`config.mk`:
```
export PLATFORM = sky130hd
export DESIGN_NAME = logs_pwm_demod
export DESIGN_NICKNAME = d
export VERILOG_FILES = /design/src/rtl/logs_pkg.sv /design/src/rtl/logs_sync.sv /design/src/rtl/logs_pwm_demod.sv
export SDC_FILE = /design/constraint.sdc
export NUM_CORES = 1
export LEC_CHECK = 0
export CAP_MARGIN = 40
export CELL_PAD_IN_SITES_DETAIL_PLACEMENT = 0
export CELL_PAD_IN_SITES_GLOBAL_PLACEMENT = 2
export CORE_MARGIN = 2
export CORE_UTILIZATION = 32
export CTS_CLUSTER_DIAMETER = 80
export DETAILED_ROUTE_END_ITERATION = 10
export PLACE_DENSITY_LB_ADDON = 0.1
export SLEW_MARGIN = 5
export SYNTH_ARGS = -nofsm -noshare
export SYNTH_HDL_FRONTEND = slang
export SYNTH_HIERARCHICAL = 1
export SYNTH_SLANG_ARGS = --single-unit
```
`constraint.sdc`:
```
create_clock -name clk -period 1.42 [get_ports clk]
set_input_delay 0.213 -clock clk [delete_from_list [all_inputs] [get_ports clk]]
set_output_delay 0.213 -clock clk [all_outputs]
set_load 0.01 [all_outputs]
```
`src/rtl/logs_pkg.sv`:
```
// rtl/logs_pkg.sv - shared logs constants, demodulator defaults and FSM encoding
package logs_pkg;

  // Logistic-map audio generator constants (Q2.14 fixed point)
  localparam int          LOGS_MAP_WIDTH = 16;
  localparam logic [15:0] LOGS_MAP_R     = 16'hE666;
  localparam logic [15:0] LOGS_MAP_SEED  = 16'h2000;
  localparam int          LOGS_PWM_BITS  = 8;

  // PWM demodulator defaults
  localparam int LOGS_WIN_LOG2    = 8;
  localparam int LOGS_SYNC_STAGES = 2;

  typedef enum logic [1:0] {
    ST_IDLE  = 2'd0,
    ST_FLUSH = 2'd1,
    ST_RUN   = 2'd2
  } demod_state_t;

endpackage

```
`src/rtl/logs_sync.sv`:
```
// rtl/logs_sync.sv - multi-flop synchronizer for asynchronous single-bit inputs
module logs_sync #(
  parameter int STAGES = 2
) (
  input  logic clk,
  input  logic reset,
  input  logic d,
  output logic q
);

  logic [STAGES-1:0] ff;

  always_ff @(posedge clk) begin
    if (reset) begin
      ff <= '0;
    end else begin
      ff <= {ff[STAGES-2:0], d};
    end
  end

  assign q = ff[STAGES-1];

endmodule

```
`src/rtl/logs_pwm_demod.sv`:
```
// rtl/logs_pwm_demod.sv - windowed duty-cycle and edge-count demodulator for PWM audio
module logs_pwm_demod
  import logs_pkg::*;
#(
  parameter int WIN_LOG2    = LOGS_WIN_LOG2,
  parameter int SYNC_STAGES = LOGS_SYNC_STAGES
) (
  input  logic                clk,
  input  logic                reset,
  input  logic                enable,
  input  logic                pwm_in,
  output logic [WIN_LOG2:0]   sample,
  output logic [WIN_LOG2:0]   edges,
  output logic                sample_valid,
  input  logic                sample_ready,
  output logic                overrun
);

  localparam int CW = WIN_LOG2 + 1;
  localparam int FW = $clog2(SYNC_STAGES + 1);

  demod_state_t state, state_nxt;

  logic                s;
  logic                prev;
  logic [WIN_LOG2-1:0] win_cnt;
  logic [CW-1:0]       ones;
  logic [CW-1:0]       edge_cnt;
  logic [FW-1:0]       flush_cnt;

  logic                win_last;
  logic                win_done;
  logic                toggle;
  logic [CW-1:0]       ones_sum;
  logic [CW-1:0]       edges_sum;

  logs_sync #(.STAGES(SYNC_STAGES)) u_sync (
    .clk   (clk),
    .reset (reset),
    .d     (pwm_in),
    .q     (s)
  );

  assign win_last  = (win_cnt == {WIN_LOG2{1'b1}});
  assign win_done  = (state == ST_RUN) && enable && win_last;
  assign toggle    = s ^ prev;
  assign ones_sum  = ones + CW'(s);
  assign edges_sum = edge_cnt + CW'(toggle);

  always_ff @(posedge clk) begin
    if (reset) begin
      state <= ST_IDLE;
    end else begin
      state <= state_nxt;
    end
  end

  always_comb begin
    state_nxt = state;
    case (state)
      ST_IDLE: begin
        if (enable) state_nxt = ST_FLUSH;
      end
      ST_FLUSH: begin
        if (!enable) begin
          state_nxt = ST_IDLE;
        end else if (flush_cnt == FW'(SYNC_STAGES - 1)) begin
          state_nxt = ST_RUN;
        end
      end
      ST_RUN: begin
        if (!enable) state_nxt = ST_IDLE;
      end
      default: state_nxt = ST_IDLE;
    endcase
  end

  // Window accumulation; counters sit at zero outside an enabled RUN
  always_ff @(posedge clk) begin
    if (reset) begin
      win_cnt   <= '0;
      ones      <= '0;
      edge_cnt  <= '0;
      flush_cnt <= '0;
      prev      <= 1'b0;
    end else begin
      if (state == ST_FLUSH && enable) begin
        flush_cnt <= flush_cnt + 1'b1;
      end else begin
        flush_cnt <= '0;
      end

      if (state == ST_RUN && enable) begin
        win_cnt <= win_cnt + 1'b1;
        prev    <= s;
        if (win_last) begin
          ones     <= '0;
          edge_cnt <= '0;
        end else begin
          ones     <= ones_sum;
          edge_cnt <= edges_sum;
        end
      end else begin
        win_cnt  <= '0;
        ones     <= '0;
        edge_cnt <= '0;
        // Seed prev so the first window's leading transition is judged correctly
        if (state == ST_FLUSH && state_nxt == ST_RUN) prev <= s;
      end
    end
  end

  // Single-entry holding register: refill on accept in the same cycle, drop when full
  always_ff @(posedge clk) begin
    if (reset) begin
      sample       <= '0;
      edges        <= '0;
      sample_valid <= 1'b0;
      overrun      <= 1'b0;
    end else begin
      if (win_done) begin
        if (!sample_valid || sample_ready) begin
          sample       <= ones_sum;
          edges        <= edges_sum;
          sample_valid <= 1'b1;
        end else begin
          overrun <= 1'b1;
        end
      end else if (sample_valid && sample_ready) begin
        sample_valid <= 1'b0;
      end

      if (state == ST_IDLE && enable) overrun <= 1'b0;
    end
  end

endmodule

```
==> impl_results.md <==
- CORE AREA: 6420 sq um
- Hold Vio Cnt, Final: 0
- Total Nets Final: 283
- Crit-path cells: xor2_2 > ha_4 > ha_4 > nand3_4 > xor2_4 > a211oi_2
- HPWL Detailed: 3320 microns
- # port buffers: 24
- Clock Sink Count: 53
- Critical path peak fanout: 4
- Synth cell types: 33
- Max H-tree Level: 2
- Later-pin clock latency in the skew report: 310 ps
- Most common cell after layout, fill and taps aside: dfxtp_1
- Largest area contributor in the netlist: dfxtp_1
- Vias: 1,663
- Max Freq: 0.650 GHz
- Failing checks: negative setup slack
- Post-route ant nets: 0
- GRT Total Usage: 13.7%
- Pre-antenna DRT Iters: 4
- Worst Hold Class: input pin to flop
- Most frequent cells in the layout: dfxtp_1 (49), nor2_1 (36), buf_4 (29), nor2_2 (15), a211oi_2 (14)
- CTS Buf Count: 5
- Worst setup SP type: flop
- Synth warn: 6
- Utilization after layout: 49.5%
- Initial DRC Count: 35
- Outcome: finished with violations
- Met3 Resource Use GR: 2.86%
- RR Startpoint: u_sync/ff[1]$_SDFF_PP0_
- WP data arrival: 1770 ps
- GRT busiest layer: met2
- Routed WL: 4870 microns
- Max-cap violations: 0
- Crit path kind: flop to flop
- Pwr/cell area: 823 nW/um^2
- WL/cell: 13.9 microns
- Register area share after synthesis: 49.1%
- Initial antenna violation count: 0
- Largest net degree at the start of global routing: 21
- Adder-cell share of the synthesized area: 3.47%
- Setup ws final: -118 ps
- Most frequent CP cell: ha_4
- Layout cells sized above 1: 41.4%
- Slowest cell on the critical path: dfxtp_2
- Setup Viol. Count Final: 20
- Die Ht: 86.2 microns
- Mapped Nets: 223
- Maximum vdd ir drop: 0.000557 V
- Complex-gate fraction of the synthesized area: 9.44%
- Mean Syn Cell Area: 10.2 sq um
- Area contributors post-synth: dfxtp_1 (49%), nor2_1 (8.0%), a211oi_2 (6.9%)
- Root buffer cell: clkbuf_8
- Placed Instances: 331
- Met2 GRT Util: 25.4%
- Finished Layout Cells: 350
- Slew HR: 67.3%
- Mapped Cells: 212
- Mapped cell area: 2160 sq um
- Slowest Stage Delay on Critical Path: 370 ps
- Largest family of logic cells by synthesized area: simple AND/OR/NAND/NOR gates
- Grt ovf: 0
- Crit share post-route: 108%
- Clock buffer depth: 2
- M1 GR Usage: 15.5%
- Cell Rows: 29
- First-pass GRT wire length: 7980 microns
- Final setup skew: 10.3 ps
- Clock-pin slew on the worst setup and hold paths: 100 ps
- Worst Setup SP: u_sync/ff[1]$_SDFF_PP0_
- Delay-heaviest family, CP: XOR/XNOR gates
- Die area: 7430 sq um
- Final min period: 1540 ps
- Critical Path RT: 1660 ps
- Area fraction of the dominant cell type after synthesis: 49.1%
- Final Max Tran Viols: 0
- Number of global-route vias before repair: 1,713
- Mux share of post-synthesis cell area: 2.32%
- Final RePlAce weighted congestion: 0.799
- CP endpoint kind: flop
- Tot Pwr: 0.00262 W
- IO Pins: 25
- WP buf/inv: 0
- RSZ-0062 raised after global routing: yes
- Hold path start: enable
- CTS tree: built
- Total leakage power: 1.32 nW
- Inserted Diodes: 0
- Post-Synth XOR/XNOR Area: 8.51%
- Remaining DRCs: 0
- Synth Register Bits: 53
- Area grow syn2layout: 47.2%
- Starting Density: 33.6%
- Worst-margin pin slew: 489 ps
- DIE WIDTH: 86.2 microns
- Vias per std cell: 4.75
- Synthesized-area fraction occupied by and/or/nand/nor cells: 23.8%
tightest hold or removal path: stages:
cell and delay (ps):
dlymetal6s2s_1 160, buf_4 170, nand2_1 50, a21oi_1 30
cell usage after synthesis:
library cell	n
nand3_1	12
a21oi_1	2
nor4_4	2
xor2_1	10
a211oi_1	3
inv_1	5
clkbuf_1	4
nand2_1	4
or2_2	1
nand3b_4	1
nor2b_1	4
and2_1	1
buf_2	1
nor2_1	46
buf_6	3
and3b_2	1
o21a_1	1
nor3b_1	1
nor2_2	8
nand3_2	1
nand2b_1	1
o21ai_0	1
a211oi_2	12
nand4_4	1
mux2i_1	5
nand4_1	1
xnor2_1	11
or3_1	1
o21ai_2	1
ha_1	6
nor3_1	1
dfxtp_1	53
and3_1	7
stage by stage:
step	worst slack (ps)	area, sq um	hold slack (ps)	setup TNS, ps
floorplan	-33.8	2190	285	-135
global placement	-354	2680	406	-9240
detailed placement	-400	2680	416	-10660
CTS	-120	2950	430	-1680
global route	-202	3180	374	-3020
finish	-118	3180	364	-1060
what timing repair did:
| item | 4_1_cts | 5_1_grt |
|---|---|---|
| endpoints found under the setup margin | 43 | 36 |
| cloned | 1 | 0 |
| hold buffers | 0 | 0 |
| buffers inserted | 5 | 5 |
| pin swaps | 14 | 17 |
| resized for setup | 40 | 40 |
cell families after synthesis:
family,count (synthesis)
and+or+nand+nor,94
adders and majority gates,6
buffers and inverters,13
DFF,53
muxes,5
AOI/OAI and AO/OA,20
xor gates and xnor gates,21
worst paths after layout:
| path | endpoint | slack (ps) | cells after the start |
|---|---|---|---|
| worst min register to register | flush_cnt[0]$_SDFF_PP0_ | 420 | 1 |
| worst max-delay path | edges[6]$_SDFFE_PP0P_ | -120 | 6 |
| worst min-delay path | state[0]$_SDFF_PP0_ | 360 | 4 |
| worst max register to register | edges[6]$_SDFFE_PP0P_ | -120 | 6 |
flip-flops by register name (all words and copies together) (netlist names):
name	count
flush_cnt	2
overrun	1
edge_cnt	9
ones	9
u_sync/ff	2
win_cnt	8
prev	1
state	2
edges	9
sample_valid	1
sample	9
area by class of cell:
cell class              count  area, sq um
fillers                   589         3240
inverters                   5         18.8
clock inverters             1         30.0
repair buffers             61          564
well taps                  77         96.3
multi-input cells         146         1320
clock buffers               7         86.3
flip-flops and latches     53         1070
power breakdown:
group | internal, W | total (W) | switching [W]
logic | 0.0000290 | 0.0000610 | 0.0000321
clock network | 0.000575 | 0.00106 | 0.000487
registers | 0.00149 | 0.00149 | 0.00000319
per-layer routing:
| layer | share of wire (%) | up-vias |
|---|---|---|
| li1 | - | 825 |
| met1 | 43 | 806 |
| met2 | 53 | 24 |
| met3 | 2.7 | 8 |
| met4 | 1.6 | 0 |
| met5 | 0 | - |
No activity file was read; power rests on OpenSTA's default activity.
